===== config.mk =====
export PLATFORM = sky130hd
export DESIGN_NAME = riscv_mc_ctrl
export DESIGN_NICKNAME = d
export VERILOG_FILES = /design/src/rtl/riscv_pkg.sv /design/src/rtl/riscv_opc_class.sv /design/src/rtl/riscv_mc_ctrl.sv
export SDC_FILE = /design/constraint.sdc
export NUM_CORES = 1
export LEC_CHECK = 0
export BUFFER_PORTS_ARGS = -buffer_cell sky130_fd_sc_hd__buf_2
export CAP_MARGIN = 10
export CORE_UTILIZATION = 54
export DETAILED_ROUTE_END_ITERATION = 10
export PLACE_DENSITY = 0.89
export REMOVE_ABC_BUFFERS = 1
export SYNTH_ARGS = -nofsm -noshare
export SYNTH_HDL_FRONTEND = slang
export SYNTH_SLANG_ARGS = --single-unit

===== constraint.sdc =====
create_clock -name clk -period 3.66 [get_ports clk]
set_input_delay 0.732 -clock clk [delete_from_list [all_inputs] [get_ports clk]]
set_output_delay 0.732 -clock clk [all_outputs]
set_load 0.1 [all_outputs]

===== src/rtl/riscv_pkg.sv =====
// Shared RV32I control definitions: opcodes, mux encodings, sequencer states and trap causes.
// Used by both the multi-cycle sequencer and the pipelined control.
package riscv_pkg;

    localparam logic [6:0] OP_IMM = 7'b0010011;
    localparam logic [6:0] LOAD   = 7'b0000011;
    localparam logic [6:0] OP     = 7'b0110011;
    localparam logic [6:0] JAL    = 7'b1101111;
    localparam logic [6:0] STORE  = 7'b0100011;
    localparam logic [6:0] LUI    = 7'b0110111;
    localparam logic [6:0] BRANCH = 7'b1100011;

    localparam logic [2:0] IMM_I = 3'b000;
    localparam logic [2:0] IMM_S = 3'b001;
    localparam logic [2:0] IMM_B = 3'b010;
    localparam logic [2:0] IMM_U = 3'b011;
    localparam logic [2:0] IMM_J = 3'b100;

    localparam logic [1:0] WB_ALU = 2'b00;
    localparam logic [1:0] WB_MEM = 2'b01;
    localparam logic [1:0] WB_PC4 = 2'b10;
    localparam logic [1:0] WB_IMM = 2'b11;

    localparam logic [2:0] ST_IDLE   = 3'd0;
    localparam logic [2:0] ST_FETCH  = 3'd1;
    localparam logic [2:0] ST_DECODE = 3'd2;
    localparam logic [2:0] ST_EXEC   = 3'd3;
    localparam logic [2:0] ST_MEM    = 3'd4;
    localparam logic [2:0] ST_WB     = 3'd5;
    localparam logic [2:0] ST_TRAP   = 3'd6;

    localparam logic [1:0] CAUSE_NONE    = 2'b00;
    localparam logic [1:0] CAUSE_ILLEGAL = 2'b01;
    localparam logic [1:0] CAUSE_BUS_TO  = 2'b10;

    typedef enum logic [2:0] {
        CLS_ILL, CLS_OP, CLS_OPIMM, CLS_LOAD, CLS_STORE, CLS_BRANCH, CLS_JAL, CLS_LUI
    } opc_class_e;

endpackage


===== src/rtl/riscv_opc_class.sv =====
// Combinational opcode classifier: instruction class, immediate format and ALU B-operand select.
module riscv_opc_class
    import riscv_pkg::*;
(
    input  logic [6:0] opcode,
    output opc_class_e cls,
    output logic [2:0] imm_sel,
    output logic       alu_src_b,
    output logic       legal
);

    always_comb begin
        cls       = CLS_ILL;
        imm_sel   = IMM_I;
        alu_src_b = 1'b1;
        legal     = 1'b1;
        case (opcode)
            OP:      begin cls = CLS_OP;     alu_src_b = 1'b0; end
            OP_IMM:  cls = CLS_OPIMM;
            LOAD:    cls = CLS_LOAD;
            STORE:   begin cls = CLS_STORE;  imm_sel = IMM_S; end
            BRANCH:  begin cls = CLS_BRANCH; imm_sel = IMM_B; alu_src_b = 1'b0; end
            JAL:     begin cls = CLS_JAL;    imm_sel = IMM_J; end
            LUI:     begin cls = CLS_LUI;    imm_sel = IMM_U; end
            default: begin legal = 1'b0;     alu_src_b = 1'b0; end
        endcase
    end

endmodule


===== src/rtl/riscv_mc_ctrl.sv =====
// Multi-cycle RV32I sequencer: FETCH/DECODE/EXEC/MEM/WB with a shared-memory req/ready
// handshake, a bus watchdog and a sticky trap state.
module riscv_mc_ctrl
    import riscv_pkg::*;
#(
    parameter int MEM_TIMEOUT = 16,
    parameter int TO_W        = 5
) (
    input  logic       clk,
    input  logic       rst_n,
    input  logic       run,
    input  logic [6:0] opcode,
    input  logic       br_cond,
    input  logic       mem_ready,
    output logic       mem_req,
    output logic       mem_we,
    output logic       addr_sel,
    output logic       ir_we,
    output logic       pc_we,
    output logic       pc_sel,
    output logic       reg_we,
    output logic [1:0] wb_sel,
    output logic       alu_src_b,
    output logic [2:0] imm_sel,
    output logic       retire,
    output logic       trap,
    output logic [1:0] trap_cause
);

    logic [2:0]      state_q, state_d;
    logic [1:0]      cause_q, cause_d;
    logic [TO_W-1:0] wd_q, wd_d;

    opc_class_e cls;
    logic [2:0] dec_imm;
    logic       dec_asrc;
    logic       dec_legal;

    riscv_opc_class u_opc_class (
        .opcode    (opcode),
        .cls       (cls),
        .imm_sel   (dec_imm),
        .alu_src_b (dec_asrc),
        .legal     (dec_legal)
    );

    logic       req_phase;
    logic       wd_expire;
    logic       op_known;
    logic [2:0] done_state;

    assign req_phase  = (state_q == ST_FETCH) || (state_q == ST_MEM);
    assign op_known   = (state_q == ST_DECODE) || (state_q == ST_EXEC) ||
                        (state_q == ST_MEM)    || (state_q == ST_WB);
    assign done_state = run ? ST_FETCH : ST_IDLE;
    // Threshold is one below MEM_TIMEOUT so the trap lands after exactly MEM_TIMEOUT stalled cycles.
    assign wd_expire  = (MEM_TIMEOUT != 0) && req_phase && !mem_ready &&
                        (wd_q == TO_W'(MEM_TIMEOUT - 1));

    always_comb begin
        wd_d = '0;
        if (MEM_TIMEOUT != 0 && req_phase && !mem_ready) wd_d = wd_q + 1'b1;
    end

    always_comb begin
        state_d    = state_q;
        cause_d    = cause_q;
        mem_req    = 1'b0;
        mem_we     = 1'b0;
        addr_sel   = 1'b0;
        ir_we      = 1'b0;
        pc_we      = 1'b0;
        pc_sel     = 1'b0;
        reg_we     = 1'b0;
        wb_sel     = WB_ALU;
        retire     = 1'b0;
        trap       = 1'b0;
        // Held for the whole instruction so a multi-cycle ALU sees stable operands.
        imm_sel    = op_known ? dec_imm  : IMM_I;
        alu_src_b  = op_known ? dec_asrc : 1'b0;
        case (state_q)
            ST_IDLE: if (run) state_d = ST_FETCH;
            ST_FETCH: begin
                mem_req = 1'b1;
                if (mem_ready) begin
                    ir_we   = 1'b1;
                    pc_we   = 1'b1;
                    state_d = ST_DECODE;
                end else if (wd_expire) begin
                    state_d = ST_TRAP;
                    cause_d = CAUSE_BUS_TO;
                end
            end
            ST_DECODE: begin
                if (!dec_legal) begin
                    state_d = ST_TRAP;
                    cause_d = CAUSE_ILLEGAL;
                end else if (cls == CLS_LUI) state_d = ST_WB;
                else                         state_d = ST_EXEC;
            end
            ST_EXEC: begin
                case (cls)
                    CLS_BRANCH: begin
                        pc_we   = br_cond;
                        pc_sel  = 1'b1;
                        retire  = 1'b1;
                        state_d = done_state;
                    end
                    CLS_JAL: begin
                        reg_we  = 1'b1;
                        wb_sel  = WB_PC4;
                        pc_we   = 1'b1;
                        pc_sel  = 1'b1;
                        retire  = 1'b1;
                        state_d = done_state;
                    end
                    CLS_LOAD, CLS_STORE: state_d = ST_MEM;
                    default:             state_d = ST_WB;
                endcase
            end
            ST_MEM: begin
                mem_req  = 1'b1;
                addr_sel = 1'b1;
                mem_we   = (cls == CLS_STORE);
                if (mem_ready) begin
                    if (cls == CLS_STORE) begin
                        retire  = 1'b1;
                        state_d = done_state;
                    end else begin
                        state_d = ST_WB;
                    end
                end else if (wd_expire) begin
                    state_d = ST_TRAP;
                    cause_d = CAUSE_BUS_TO;
                end
            end
            ST_WB: begin
                reg_we  = 1'b1;
                wb_sel  = (cls == CLS_LOAD) ? WB_MEM : (cls == CLS_LUI) ? WB_IMM : WB_ALU;
                retire  = 1'b1;
                state_d = done_state;
            end
            ST_TRAP: trap = 1'b1;
            default: state_d = ST_IDLE;
        endcase
    end

    assign trap_cause = cause_q;

    always_ff @(posedge clk or negedge rst_n) begin
        if (!rst_n) begin
            state_q <= ST_IDLE;
            cause_q <= CAUSE_NONE;
            wd_q    <= '0;
        end else begin
            state_q <= state_d;
            cause_q <= cause_d;
            wd_q    <= wd_d;
        end
    end

endmodule


==> results of run 1 <==
kinds of logic after synthesis:
family,count (synthesis),synth area share (%)
fa+ha+maj,2,2.57
flops,10,25.7
simple gates,61,37.4
xor+xnor,4,3.60
compound gates,30,23.6
buf+inv,13,7.19
synthesized netlist by cell type (2+ instances only):
cell	n
sky130_fd_sc_hd__a31oi_1	2
sky130_fd_sc_hd__dfrtp_1	10
sky130_fd_sc_hd__inv_1	6
sky130_fd_sc_hd__buf_4	3
sky130_fd_sc_hd__nand2_1	10
sky130_fd_sc_hd__buf_2	2
sky130_fd_sc_hd__a21o_1	2
sky130_fd_sc_hd__nand3_1	4
sky130_fd_sc_hd__nor2b_1	3
sky130_fd_sc_hd__nand2b_1	6
sky130_fd_sc_hd__nor3_1	3
sky130_fd_sc_hd__ha_1	2
sky130_fd_sc_hd__o21a_1	2
sky130_fd_sc_hd__xnor2_1	2
sky130_fd_sc_hd__a21oi_1	4
sky130_fd_sc_hd__xor2_1	2
sky130_fd_sc_hd__o21ai_0	2
sky130_fd_sc_hd__and2_1	2
sky130_fd_sc_hd__nor2_1	14
sky130_fd_sc_hd__a211oi_1	4
sky130_fd_sc_hd__nand3b_1	3
sky130_fd_sc_hd__and3_1	3
sequential cells by signal (all words and copies together) (netlist names):
register / flops
wd_q: 5
trap_cause: 2
state_q: 3
metal layers:
metal,vias to the layer above,GRT usage (%)
met4,0,10.3
met5,-,0
li1,492,-
met3,5,1.63
met2,40,45.6
met1,463,32.8
cell type report:
cell class | instances | share of cell area, %
clock buffer | 4 | 3.20
sequential | 10 | 22.1
inverter | 6 | 1.99
tap | 24 | 2.65
timing repair buffer | 28 | 12.4
multi-input combinational | 97 | 57.7
worst max-delay path by stage:
stage	depth (start not counted)	slack, ps	startpoint	end
after floorplan	3	-730	opcode[4]	retire
after global placement	6	820	opcode[4]	wb_sel[1]
after detailed placement	6	780	opcode[4]	wb_sel[1]
after CTS	5	750	state_q[0]	retire
after global routing	5	620	state_q[0]	retire
final	5	730	state_q[0]	retire
power by group:
part / switching [uW] / leakage (uW) / total, uW / internal [uW]
clock: 40.6 / 0.0000210 / 101 / 60.5
combinational: 106 / 0.000348 / 134 / 28.6
sequential: 5.69 / 0.000124 / 126 / 121
total: 152 / 0.000494 / 362 / 210
worst reg2reg max path: cells and delay by family, from the launching register on:
kind            cells  cell delay, ps
compound gates      3             580
simple gates        2             490
fa+ha+maj           2             450
flops               1             400
through the flow:
stage               setup TNS [ps]  setup WS, ps
detailed placement               0           784
global placement                 0           818
finish                           0           728
global route                     0           616
CTS                              0           748
floorplan                    -2470          -732
==> flow_summary.rst, run 1 <==
.. list-table::
   :header-rows: 1

   * - Metric
     - Value
   * - Outcome
     - complete, no violations
   * - Total detailed-routing wirelength
     - 2270 microns
   * - Launch instance of the worst register-to-register path
     - wd_q[0]
   * - Number of placed I/O pins
     - 29
   * - Number of DRC violations after detailed routing
     - 0
   * - Cells along the critical path
     - nor2b_4, nand2_1, nor4_2, o21bai_1, buf_2
   * - Weighted congestion at the end of routability-driven global placement
     - 0.822
   * - Most used flip-flop cell after synthesis
     - sky130_fd_sc_hd__dfrtp_1
   * - Min cycle time layout
     - 2930 ps
   * - Maximum root-to-sink buffer count
     - 2
   * - Vias post-DR
     - 1000
   * - Total power divided by cell area
     - 319 nW/um^2
   * - Die Span X
     - 44.5 microns
   * - Leading cell types in the layout, fill and taps excluded
     - sky130_fd_sc_hd__buf_2, sky130_fd_sc_hd__nor2_1, sky130_fd_sc_hd__nand2_1, sky130_fd_sc_hd__dfrtp_1
   * - Placement Cell Area
     - 1100 sq um
   * - Antenna cell count
     - 0
   * - TritonCTS clock tree
     - yes
   * - Drt first-iter violations
     - 30
   * - Worst Tran Pin Value
     - 494 ps
   * - Post-CTS sizing
     - 0
   * - Cell class contributing the biggest share of worst-path delay
     - simple AND/OR/NAND/NOR gates
   * - Count of pins over their slew limit
     - 0
   * - Classification of the worst-slack hold path
     - input port to async pin
   * - Max Freq
     - 341 MHz
   * - Maximum number of pins on one net before global-route repair
     - 17
   * - Met3 routed WL
     - 94 microns
   * - Avg Cell Area, Syn
     - 8.12 sq um
   * - Starting Density
     - 61.1%
   * - Number of rows in the core area
     - 14
   * - Number of register bits inferred by synthesis
     - 10
   * - Max Cap Violations
     - 0
   * - Clock sink total
     - 10
   * - Post-CTS setup buffers
     - 0
   * - Post-synth EDFFs
     - 0
   * - Via count of the first global-routing pass
     - 938
   * - Crit-path max cell delay
     - 590 ps
   * - Post-synthesis instance area
     - 975 sq um
   * - Detailed-route wire length per cell
     - 13.4 microns
   * - Gate Count Post-Synth
     - 120
   * - Worst Setup Start Kind
     - register
   * - Number of standard cells in the final layout excluding fillers
     - 169
   * - Global-route wire length before repair
     - 3910 microns
   * - Buffer cell driving the clock tree root
     - sky130_fd_sc_hd__clkbuf_4
   * - Max H-tree Level
     - 1
   * - Buffers & Inverters on Critical Path
     - 1
   * - Cell types with the largest area share after synthesis
     - sky130_fd_sc_hd__dfrtp_1, sky130_fd_sc_hd__nor2_1, sky130_fd_sc_hd__nand2_1, sky130_fd_sc_hd__nand2b_1, sky130_fd_sc_hd__a211oi_1
   * - Met2 layer wire length in the routed design
     - 1140 microns
   * - FF-to-FF path depth
     - 7
   * - Clk_lat worst skew
     - 270 ps
   * - Yosys warns
     - 0
   * - Filler cell count in the final layout
     - 138
   * - IO buf count
     - 28
   * - Layout cells sized above 1
     - 27.6%
   * - First-pass DRT Iterations
     - 4
   * - Total leakage power
     - 0.000494 uW
   * - Crit share post-route
     - 80.1%
   * - Total clock buffers created by CTS
     - 3
   * - Setup repair after global routing missed its margin
     - no
   * - Critical path endpoint category
     - output pin
   * - Register clock-pin slew on the reported worst setup and hold paths
     - 70 ps
   * - End of the worst register-to-register path
     - state_q[0]
   * - Final hold violation count
     - 0
   * - Total area of multi-input combinational cells
     - 654 sq um
   * - Worst-case register-to-register setup slack
     - 1680 ps
   * - Remaining global-route overflow
     - 0
   * - Detailed placer's ending HPWL
     - 1770 microns
   * - Fraction of registers with async set or reset after synthesis
     - 100%
   * - Area added between synthesis and finish
     - 16.3%
   * - Sequential fraction of the synthesis area
     - 25.7%
   * - CP Data Arrival Time
     - 2200 ps
   * - Final std cell area, no fill
     - 1130 sq um
   * - Type of the setup path with the least slack
     - register to output pin
   * - Total routing usage reported by global routing
     - 25.9%
   * - Register cell area after layout
     - 250 sq um
   * - Std-Cell Core Area
     - 1590 sq um
   * - Number of different library cells in the post-synthesis netlist
     - 51
   * - Yosys top cell by area
     - sky130_fd_sc_hd__dfrtp_1
   * - Per-cell via count in the routed design
     - 5.92
   * - Top fanout value on the critical path
     - 14
   * - Worst EP required
     - 2930 ps
   * - Post-layout total power
     - 362 uW
   * - Wl on met1
     - 1010 microns
   * - Worst clock skew on the final layout
     - 3.90 ps
   * - Die extent in y
     - 44.5 microns
   * - Area of the die
     - 1980 sq um
   * - Layout Nets
     - 160
   * - Final ANT Viol Nets
     - 0
   * - Relative slew slack
     - 67.3%
   * - Number of endpoints failing setup at the final stage
     - 0
   * - Area share of the largest cell type after synthesis
     - 25.7%
   * - Cell with the largest stage delay on the worst path
     - sky130_fd_sc_hd__dfrtp_1
   * - Total instance count after detailed placement
     - 165
   * - Initial antenna violation count
     - 0
   * - Maximum vdd ir drop
     - 361 uV
   * - CTS Hold Bufs
     - 0
   * - Most frequent standard cell in the layout excluding fill and tap cells
     - sky130_fd_sc_hd__buf_2
   * - Top sig layer
     - met4
   * - Worst hold margin
     - 308 ps
   * - Utilization after layout
     - 71.1%
Note: power is estimated with default switching activity, not from simulation.
==> inputs of run 2 (changes only) <==
--- a/config.mk
+++ b/config.mk
@@ -5,11 +5,12 @@
 export SDC_FILE = /design/constraint.sdc
 export NUM_CORES = 1
 export LEC_CHECK = 0
+export ABC_AREA = 1
 export BUFFER_PORTS_ARGS = -buffer_cell sky130_fd_sc_hd__buf_2
 export CAP_MARGIN = 10
-export CORE_UTILIZATION = 54
+export CORE_UTILIZATION = 48
 export DETAILED_ROUTE_END_ITERATION = 10
-export PLACE_DENSITY = 0.89
+export PLACE_DENSITY = 0.83
 export REMOVE_ABC_BUFFERS = 1
 export SYNTH_ARGS = -nofsm -noshare
 export SYNTH_HDL_FRONTEND = slang
==> constraint.sdc (replaced) <==
create_clock -name clk -period 2.8 [get_ports clk]
set_input_delay 0.56 -clock clk [delete_from_list [all_inputs] [get_ports clk]]
set_output_delay 0.56 -clock clk [all_outputs]
set_load 0.1 [all_outputs]
==> run 2 against run 1 <==
The run now ends with design-rule violations left. Count of clock-buffer cells in the layout is the same. Routed wire length shrank 13%. Combinational power shrank 81%. Worst hold slack lost 170 ps. Sequential share of layout area grew 2.4 points. First-iteration DRC count grew 3.3%. Critical endpoint is now alu_src_b. Largest power group is now registers. Highest routed layer is now met3.
==> flow_summary.rst, run 2 <==
.. list-table::
   :header-rows: 1

   * - Metric
     - Value
   * - Die Span X
     - 43.3 microns (-2.6%)
   * - Post-CTS setup buffers
     - 0 (unchanged)
   * - First-pass DRT Iterations
     - 7 (+3)
   * - Leading cell type by number of instances after synthesis
     - sky130_fd_sc_hd__nand2_1
   * - Final ANT Viol Nets
     - 0 (unchanged)
   * - Vias post-DR
     - 944 (-5.6%)
   * - Buffer cell driving the clock tree root
     - sky130_fd_sc_hd__clkbuf_4
   * - Fraction of registers with async set or reset after synthesis
     - 100% (unchanged)
   * - CP Data Arrival Time
     - 1960 ps (-240 ps)
   * - Post-layout total power
     - 306 uW (-15%)
   * - Remaining global-route overflow
     - 0 (unchanged)
   * - Avg Cell Area, Syn
     - 6.03 sq um (-26%)
   * - Cell internal power dissipation
     - 233 uW (+11%)
   * - Total routing usage reported by global routing
     - 22.9% (-3.0 points)
   * - Area added between synthesis and finish
     - 24.9%
   * - Relative slew slack
     - 67.4% (+0.095 points)
   * - Total leakage power
     - 0.000642 uW (+30%)
   * - Portion of total power attributed to sequential cells
     - 47.2% (+12 points)
   * - Layout Nets
     - 184 (+15%)
   * - Critical path endpoint category
     - output pin
   * - Largest register by flop count
     - wd_q
   * - Maximum number of pins on one net before global-route repair
     - 11 (-6)
   * - Number of standard cells in the final layout excluding fillers
     - 185 (+9.5%)
   * - Violations in the final reports
     - design-rule violations
   * - Global-route wire length before repair
     - 3280 microns (-16%)
   * - Starting Density
     - 52.6% (-8.6 points)
   * - Max Cap Violations
     - 0 (unchanged)
   * - Type of the setup path with the least slack
     - register to output pin
   * - Classification of the worst-slack hold path
     - input port to async pin
   * - Worst clock skew on the final layout
     - 3.34 ps (-0.565 ps)
   * - Gate Count Post-Synth
     - 136 (+13%)
   * - Clock sink total
     - 10 (unchanged)
   * - Via count of the first global-routing pass
     - 806 (-14%)
   * - Area of the die
     - 1880 sq um (-5.2%)
   * - FF-to-FF path depth
     - 8 (+1)
   * - Yosys warns
     - 0 (unchanged)
   * - Maximum vdd ir drop
     - 170 uV (-53%)
   * - Maximum root-to-sink buffer count
     - 2 (unchanged)
   * - Detailed placer's ending HPWL
     - 1570 microns (-11%)
   * - Weighted congestion at the end of routability-driven global placement
     - 0.909 (+11%)
   * - TritonCTS clock tree
     - yes
   * - Leading cell types in the layout, fill and taps excluded
     - sky130_fd_sc_hd__nand2_1, sky130_fd_sc_hd__nor2_1, sky130_fd_sc_hd__buf_2, sky130_fd_sc_hd__inv_1, sky130_fd_sc_hd__dfrtp_1
   * - Number of DRC violations after detailed routing
     - 5 (+5)
   * - IO buf count
     - 28 (unchanged)
   * - Flip-flop count of the largest register after layout
     - 5 (unchanged)
   * - Cell types with the largest area share after synthesis
     - sky130_fd_sc_hd__dfrtp_1, sky130_fd_sc_hd__nand2_1, sky130_fd_sc_hd__nor2_1, sky130_fd_sc_hd__inv_1, sky130_fd_sc_hd__nand4_1
   * - Total detailed-routing wirelength
     - 1970 microns (-13%)
   * - Launch instance of the worst register-to-register path
     - wd_q[0]
   * - Worst Setup Start Kind
     - register
   * - Number of endpoints failing setup at the final stage
     - 0 (unchanged)
   * - Per-cell via count in the routed design
     - 5.10 (-14%)
   * - CTS Hold Bufs
     - 0 (unchanged)
   * - Post-synthesis instance area
     - 820 sq um (-16%)
   * - Most used flip-flop cell after synthesis
     - sky130_fd_sc_hd__dfrtp_1
   * - Register clock-pin slew on the reported worst setup and hold paths
     - 80 ps (about the same)
   * - Combinational Power Share
     - 8.4% (-29 points)
   * - Antenna cell count
     - 0 (unchanged)
   * - Number of different library cells in the post-synthesis netlist
     - 19 (-63%)
   * - Layout cells sized above 1
     - 24.9% (-2.7 points)
   * - Clk_lat worst skew
     - 270 ps (about the same)
   * - Die extent in y
     - 43.3 microns (-2.6%)
   * - Worst EP required
     - 2240 ps (-690 ps)
   * - Post-CTS sizing
     - 0 (unchanged)
   * - Sequential fraction of the synthesis area
     - 30.5% (+4.9 points)
   * - Filler cell count in the final layout
     - 149 (+8.0%)
   * - Area share of the largest cell type after synthesis
     - 30.5% (+4.9 points)
   * - Std-Cell Core Area
     - 1560 sq um (-2.2%)
   * - Count of pins over their slew limit
     - 0 (unchanged)
   * - Yosys top cell by area
     - sky130_fd_sc_hd__dfrtp_1
   * - Clock share of power
     - 44.4% (+17 points)
   * - Switching portion of total power
     - 23.9% (-18 points)
   * - Max H-tree Level
     - 1 (unchanged)
   * - Post-synth EDFFs
     - 0 (unchanged)
   * - Crit share post-route
     - 90.0%
   * - End of the worst register-to-register path
     - trap_cause[0]
   * - Setup repair after global routing missed its margin
     - no
   * - Final hold violation count
     - 0 (unchanged)
   * - Worst-case register-to-register setup slack
     - 1350 ps (-330 ps)
   * - Drt first-iter violations
     - 31 (+3.3%)
   * - Most used standard cells in the synthesized netlist
     - sky130_fd_sc_hd__nand2_1, sky130_fd_sc_hd__nor2_1, sky130_fd_sc_hd__inv_1
   * - Max Freq
     - 397 MHz
   * - Min cycle time layout
     - 2520 ps
   * - Number of register bits inferred by synthesis
     - 10 (unchanged)
   * - Utilization after layout
     - 65.7% (-5.5 points)
   * - Total power divided by cell area
     - 299 nW/um^2 (-6.4%)
   * - Worst Tran Pin Value
     - 493 ps (-1.44 ps)
   * - Total instance count after detailed placement
     - 181 (+9.7%)
   * - Number of rows in the core area
     - 14 (unchanged)
   * - Setup WS pre-CTS
     - 333 ps (-450 ps)
   * - Detailed-route wire length per cell
     - 10.7 microns (-21%)
   * - Top fanout value on the critical path
     - 7 (-7)
   * - Initial antenna violation count
     - 0 (unchanged)
   * - Most frequent standard cell in the layout excluding fill and tap cells
     - sky130_fd_sc_hd__nand2_1
   * - Number of placed I/O pins
     - 29 (unchanged)
   * - Worst path setup slack after routing
     - 279 ps (-449 ps)
   * - Net switching component of the power
     - 73.1 uW (-52%)
   * - Total clock buffers created by CTS
     - 3 (unchanged)
   * - Outcome
     - finished, violations left
==> run 2: worst max-delay path by stage <==
stage               start  slack [ps]    endpoint
6_report       state_q[0]         280   alu_src_b
3_3_place_gp    opcode[1]         400   wb_sel[0]
4_1_cts        state_q[0]         280   alu_src_b
5_1_grt        state_q[0]         100  imm_sel[1]
2_1_floorplan   opcode[1]       -1050   wb_sel[0]
3_5_place_dp    opcode[4]         330   wb_sel[0]
==> run 2: metrics by stage <==
step	hold slack (ps)	TNS [ps]	area (sq um)
detailed placement	432	0	987
CTS	142	0	1020
global placement	424	0	987
global route	138	0	1020
floorplan	264	-4580	820
finish	135	0	1020
==> run 2: per-layer routing <==
metal  wire length [microns]  track usage [%]  share of wire, %  vias to the layer above
met5                       0                0                 0                        -
met4                       0             3.75                 0                        0
met3                     115             4.26               5.8                        0
met2                     914             37.3                46                       39
met1                     941             32.1                48                      412
li1                        -                -                 -                      493
==> run 2: critical path: stages (launching register included) <==
cell and delay, ps:
sky130_fd_sc_hd__dfrtp_1 470, sky130_fd_sc_hd__inv_1 90, sky130_fd_sc_hd__nor3_2 310, sky130_fd_sc_hd__inv_1 60, sky130_fd_sc_hd__o21ai_0 80, sky130_fd_sc_hd__nor2_1 90, sky130_fd_sc_hd__a31oi_1 140, sky130_fd_sc_hd__buf_2 440
==> run 2: cell families after synthesis <==
| kind of cell | share of synthesized area, % |
|---|---|
| buffers and inverters | 11.9 |
| XOR/XNOR | 1.07 |
| AND/OR/NAND/NOR | 45.8 |
| AO/OA/AOI/OAI | 7.63 |
| adder cells (fa/ha/maj) | 3.05 |
| flip-flops | 30.5 |
==> run 2: final cells by class <==
| cell class | instances | area (sq um) | area share (%) |
|---|---|---|---|
| Sequential cell | 10 | 250 | 24.4 |
| Tap cell | 16 | 20.0 | 1.96 |
| Clock buffer | 4 | 36.3 | 3.55 |
| Timing Repair Buffer | 29 | 148 | 14.4 |
| Inverter | 26 | 97.6 | 9.54 |
| Multi-Input combinational cell | 100 | 472 | 46.1 |
==> run 2: power groups by stage <==
| stage | Combinational [uW] | Sequential (uW) | Clock, uW |
|---|---|---|---|
| final | 25.8 | 144 | 136 |
| after CTS | 25.8 | 144 | 134 |
| after detailed placement | 25.8 | 147 | 0 |
| after global placement | 25.0 | 147 | 0 |
| after global routing | 29.7 | 144 | 141 |
| after floorplan | 11.5 | 147 | 0 |
==> inputs of run 3 (changes only) <==
--- a/config.mk
+++ b/config.mk
@@ -8,9 +8,9 @@
 export ABC_AREA = 1
 export BUFFER_PORTS_ARGS = -buffer_cell sky130_fd_sc_hd__buf_2
 export CAP_MARGIN = 10
-export CORE_UTILIZATION = 48
+export CORE_UTILIZATION = 52
 export DETAILED_ROUTE_END_ITERATION = 10
-export PLACE_DENSITY = 0.83
+export PLACE_DENSITY = 0.89
 export REMOVE_ABC_BUFFERS = 1
 export SYNTH_ARGS = -nofsm -noshare
 export SYNTH_HDL_FRONTEND = slang
==> constraint.sdc (replaced) <==
create_clock -name clk -period 3.26 [get_ports clk]
set_input_delay 0.652 -clock clk [delete_from_list [all_inputs] [get_ports clk]]
set_output_delay 0.652 -clock clk [all_outputs]
set_load 0.1 [all_outputs]
==> run 3 against run 2 <==
Global-route usage rose by 1.4 points. Critical path depth fell by 2. Largest power group unchanged. First-iteration DRC count rose by 94%. Sequential share of layout area rose by 0.21 points. Die area fell by 7.3%. The flow now finishes without violations. Worst hold slack improved by 90 ps. Non-clock buffer count fell by 1.
==> flow_summary.rst, run 3 (synthesis results as in run 2) <==
.. list-table::
   :header-rows: 1

   * - Metric
     - Value
   * - Classification of the worst-slack hold path
     - input port to async pin
   * - Die extent in y
     - 41.7 microns (-3.7%)
   * - Most frequent standard cell in the layout excluding fill and tap cells
     - sky130_fd_sc_hd__nand2_1
   * - Total clock buffers created by CTS
     - 3 (unchanged)
   * - Cell with the largest stage delay on the worst path
     - sky130_fd_sc_hd__buf_2
   * - Maximum vdd ir drop
     - 268 uV (+58%)
   * - Worst EP required
     - 2610 ps (+370 ps)
   * - Count of pins over their slew limit
     - 0 (unchanged)
   * - TritonCTS clock tree
     - yes
   * - Min cycle time layout
     - 2670 ps
   * - Total power divided by cell area
     - 254 nW/um^2 (-15%)
   * - Setup Total Neg Slack
     - 0 ps (unchanged)
   * - IO buf count
     - 28 (unchanged)
   * - Register clock-pin slew on the reported worst setup and hold paths
     - 60 ps (-20 ps)
   * - Total leakage power
     - 0.000636 uW (-0.85%)
   * - Antenna cell count
     - 0 (unchanged)
   * - Max H-tree Level
     - 1 (unchanged)
   * - Max Freq
     - 374 MHz
   * - Detailed-route wire length per cell
     - 10.1 microns (-4.9%)
   * - Clk_lat worst skew
     - 270 ps (about the same)
   * - Clock sink total
     - 10 (unchanged)
   * - Buffer cell driving the clock tree root
     - sky130_fd_sc_hd__clkbuf_4
   * - Final std cell area, no fill
     - 1010 sq um (-0.86%)
   * - Worst hold margin
     - 225 ps (+89.6 ps)
   * - First-pass DRT Iterations
     - 5 (-2)
   * - Per-cell via count in the routed design
     - 5.20 (+1.9%)
   * - Flip-flop count of the largest register after layout
     - 5 (unchanged)
   * - Area of the die
     - 1740 sq um (-7.3%)
   * - Die Span X
     - 41.7 microns (-3.7%)
   * - Crit share post-route
     - 82.0%
   * - Maximum root-to-sink buffer count
     - 2 (unchanged)
   * - Post-layout total power
     - 258 uW (-16%)
   * - Top fanout value on the critical path
     - 6 (-1)
   * - Placement Cell Area
     - 978 sq um (-0.89%)
   * - CP Data Arrival Time
     - 2020 ps (+60 ps)
   * - Post-CTS setup buffers
     - 0 (unchanged)
   * - Worst clock skew on the final layout
     - 0.820 ps (-2.52 ps)
   * - Number of placed I/O pins
     - 29 (unchanged)
   * - Relative slew slack
     - 63.8% (-3.5 points)
   * - Detailed placer's ending HPWL
     - 1570 microns (+0.37%)
   * - Starting Density
     - 59.3% (+6.7 points)
   * - Type of the setup path with the least slack
     - register to output pin
   * - Weighted congestion at the end of routability-driven global placement
     - 0.909 (about the same)
   * - Remaining global-route overflow
     - 0 (unchanged)
   * - Worst Setup Start Kind
     - register
   * - Std-Cell Core Area
     - 1380 sq um (-11%)
   * - Global-route wire length before repair
     - 3290 microns (+0.21%)
   * - Leading cell types in the layout, fill and taps excluded
     - sky130_fd_sc_hd__nand2_1, sky130_fd_sc_hd__nor2_1, sky130_fd_sc_hd__buf_2, sky130_fd_sc_hd__inv_1, sky130_fd_sc_hd__dfrtp_1
   * - Critical path endpoint category
     - output pin
   * - Total detailed-routing wirelength
     - 1850 microns (-5.9%)
   * - Cells along the critical path
     - inv_1, nor3_1, nor2_1, a31oi_1, buf_2
   * - Setup repair after global routing missed its margin
     - no
   * - Total routing usage reported by global routing
     - 24.3% (+1.4 points)
   * - Crit-path max cell delay
     - 450 ps (-20 ps)
   * - Layout cells sized above 1
     - 24.4% (-0.45 points)
   * - Number of endpoints failing setup at the final stage
     - 0 (unchanged)
   * - Largest register by flop count
     - wd_q
   * - Area added between synthesis and finish
     - 23.8%
   * - Number of DRC violations after detailed routing
     - 0 (-5)
   * - Vias post-DR
     - 952 (+0.85%)
   * - Final hold violation count
     - 0 (unchanged)
   * - Maximum number of pins on one net before global-route repair
     - 11 (unchanged)
   * - Final ANT Viol Nets
     - 0 (unchanged)
   * - Layout Nets
     - 183 (-0.54%)
   * - Number of rows in the core area
     - 13 (-1)
   * - Via count of the first global-routing pass
     - 814 (+0.99%)
   * - CTS Hold Bufs
     - 0 (unchanged)
   * - Max Cap Violations
     - 0 (unchanged)
   * - Outcome
     - complete, no violations
   * - Utilization after layout
     - 73.4% (+7.7 points)
   * - Worst Tran Pin Value
     - 538 ps (+45.4 ps)
   * - Drt first-iter violations
     - 60 (+94%)
   * - Initial antenna violation count
     - 0 (unchanged)
   * - Post-CTS sizing
     - 0 (unchanged)
==> run 3: changes by cell type in the layout (fill, tap and decap cells not counted) <==
cell,delta
sky130_fd_sc_hd__buf_4,-1
==> run 3: path summary, 6_finish.rpt <==
check / startpoint / endpoint / slack [ps] / cells after the start
min in group clk: wd_q[0] / wd_q[0] / 460 / 1
worst min-delay path: rst_n / state_q[1] / 230 / 1
worst max-delay path: state_q[1] / alu_src_b / 590 / 5
max in group asynchronous: rst_n / wd_q[4] / 2850 / 1
worst min register to register: wd_q[0] / wd_q[0] / 460 / 1
worst max register to register: state_q[1] / trap_cause[0] / 1810 / 5
==> run 3: critical path: cells and delay by family (launching register included) <==
family / cells / cell delay [ps]
AND/OR/NAND/NOR: 2 / 600
flip-flops: 1 / 390
AO/OA/AOI/OAI: 1 / 180
buffers and inverters: 2 / 570
==> run 3: per-layer routing <==
layer	wire length [microns]	up-vias	global-route usage [%]	share of wire (%)
met4	0	0	4.52	0
met3	215	0	9.13	12
li1	-	490	-	-
met1	839	409	34.3	45
met5	0	-	0	0
met2	800	53	35.9	43
==> run 3: report_power, final <==
part	total, uW	switching (uW)	internal [uW]
registers	124	0	124
logic	22.2	14.2	8.04
clock network	111	43.4	67.9
total	258	57.6	200
==> run 3: layout make-up <==
| class | count | area, sq um |
|---|---|---|
| Sequential cell | 10 | 250 |
| Multi-Input combinational cell | 100 | 472 |
| Tap cell | 15 | 18.8 |
| Fill cell | 127 | 368 |
| Clock buffer | 4 | 36.3 |
| Timing Repair Buffer | 28 | 140 |
| Inverter | 26 | 97.6 |
==> run 3: stage by stage <==
| step | setup slack (ps) | instances |
|---|---|---|
| 6_report | 586 | 183 |
| 4_1_cts | 582 | 183 |
| 2_1_floorplan | -776 | 136 |
| 3_3_place_gp | 686 | 179 |
| 5_1_grt | 426 | 183 |
| 3_5_place_dp | 647 | 179 |
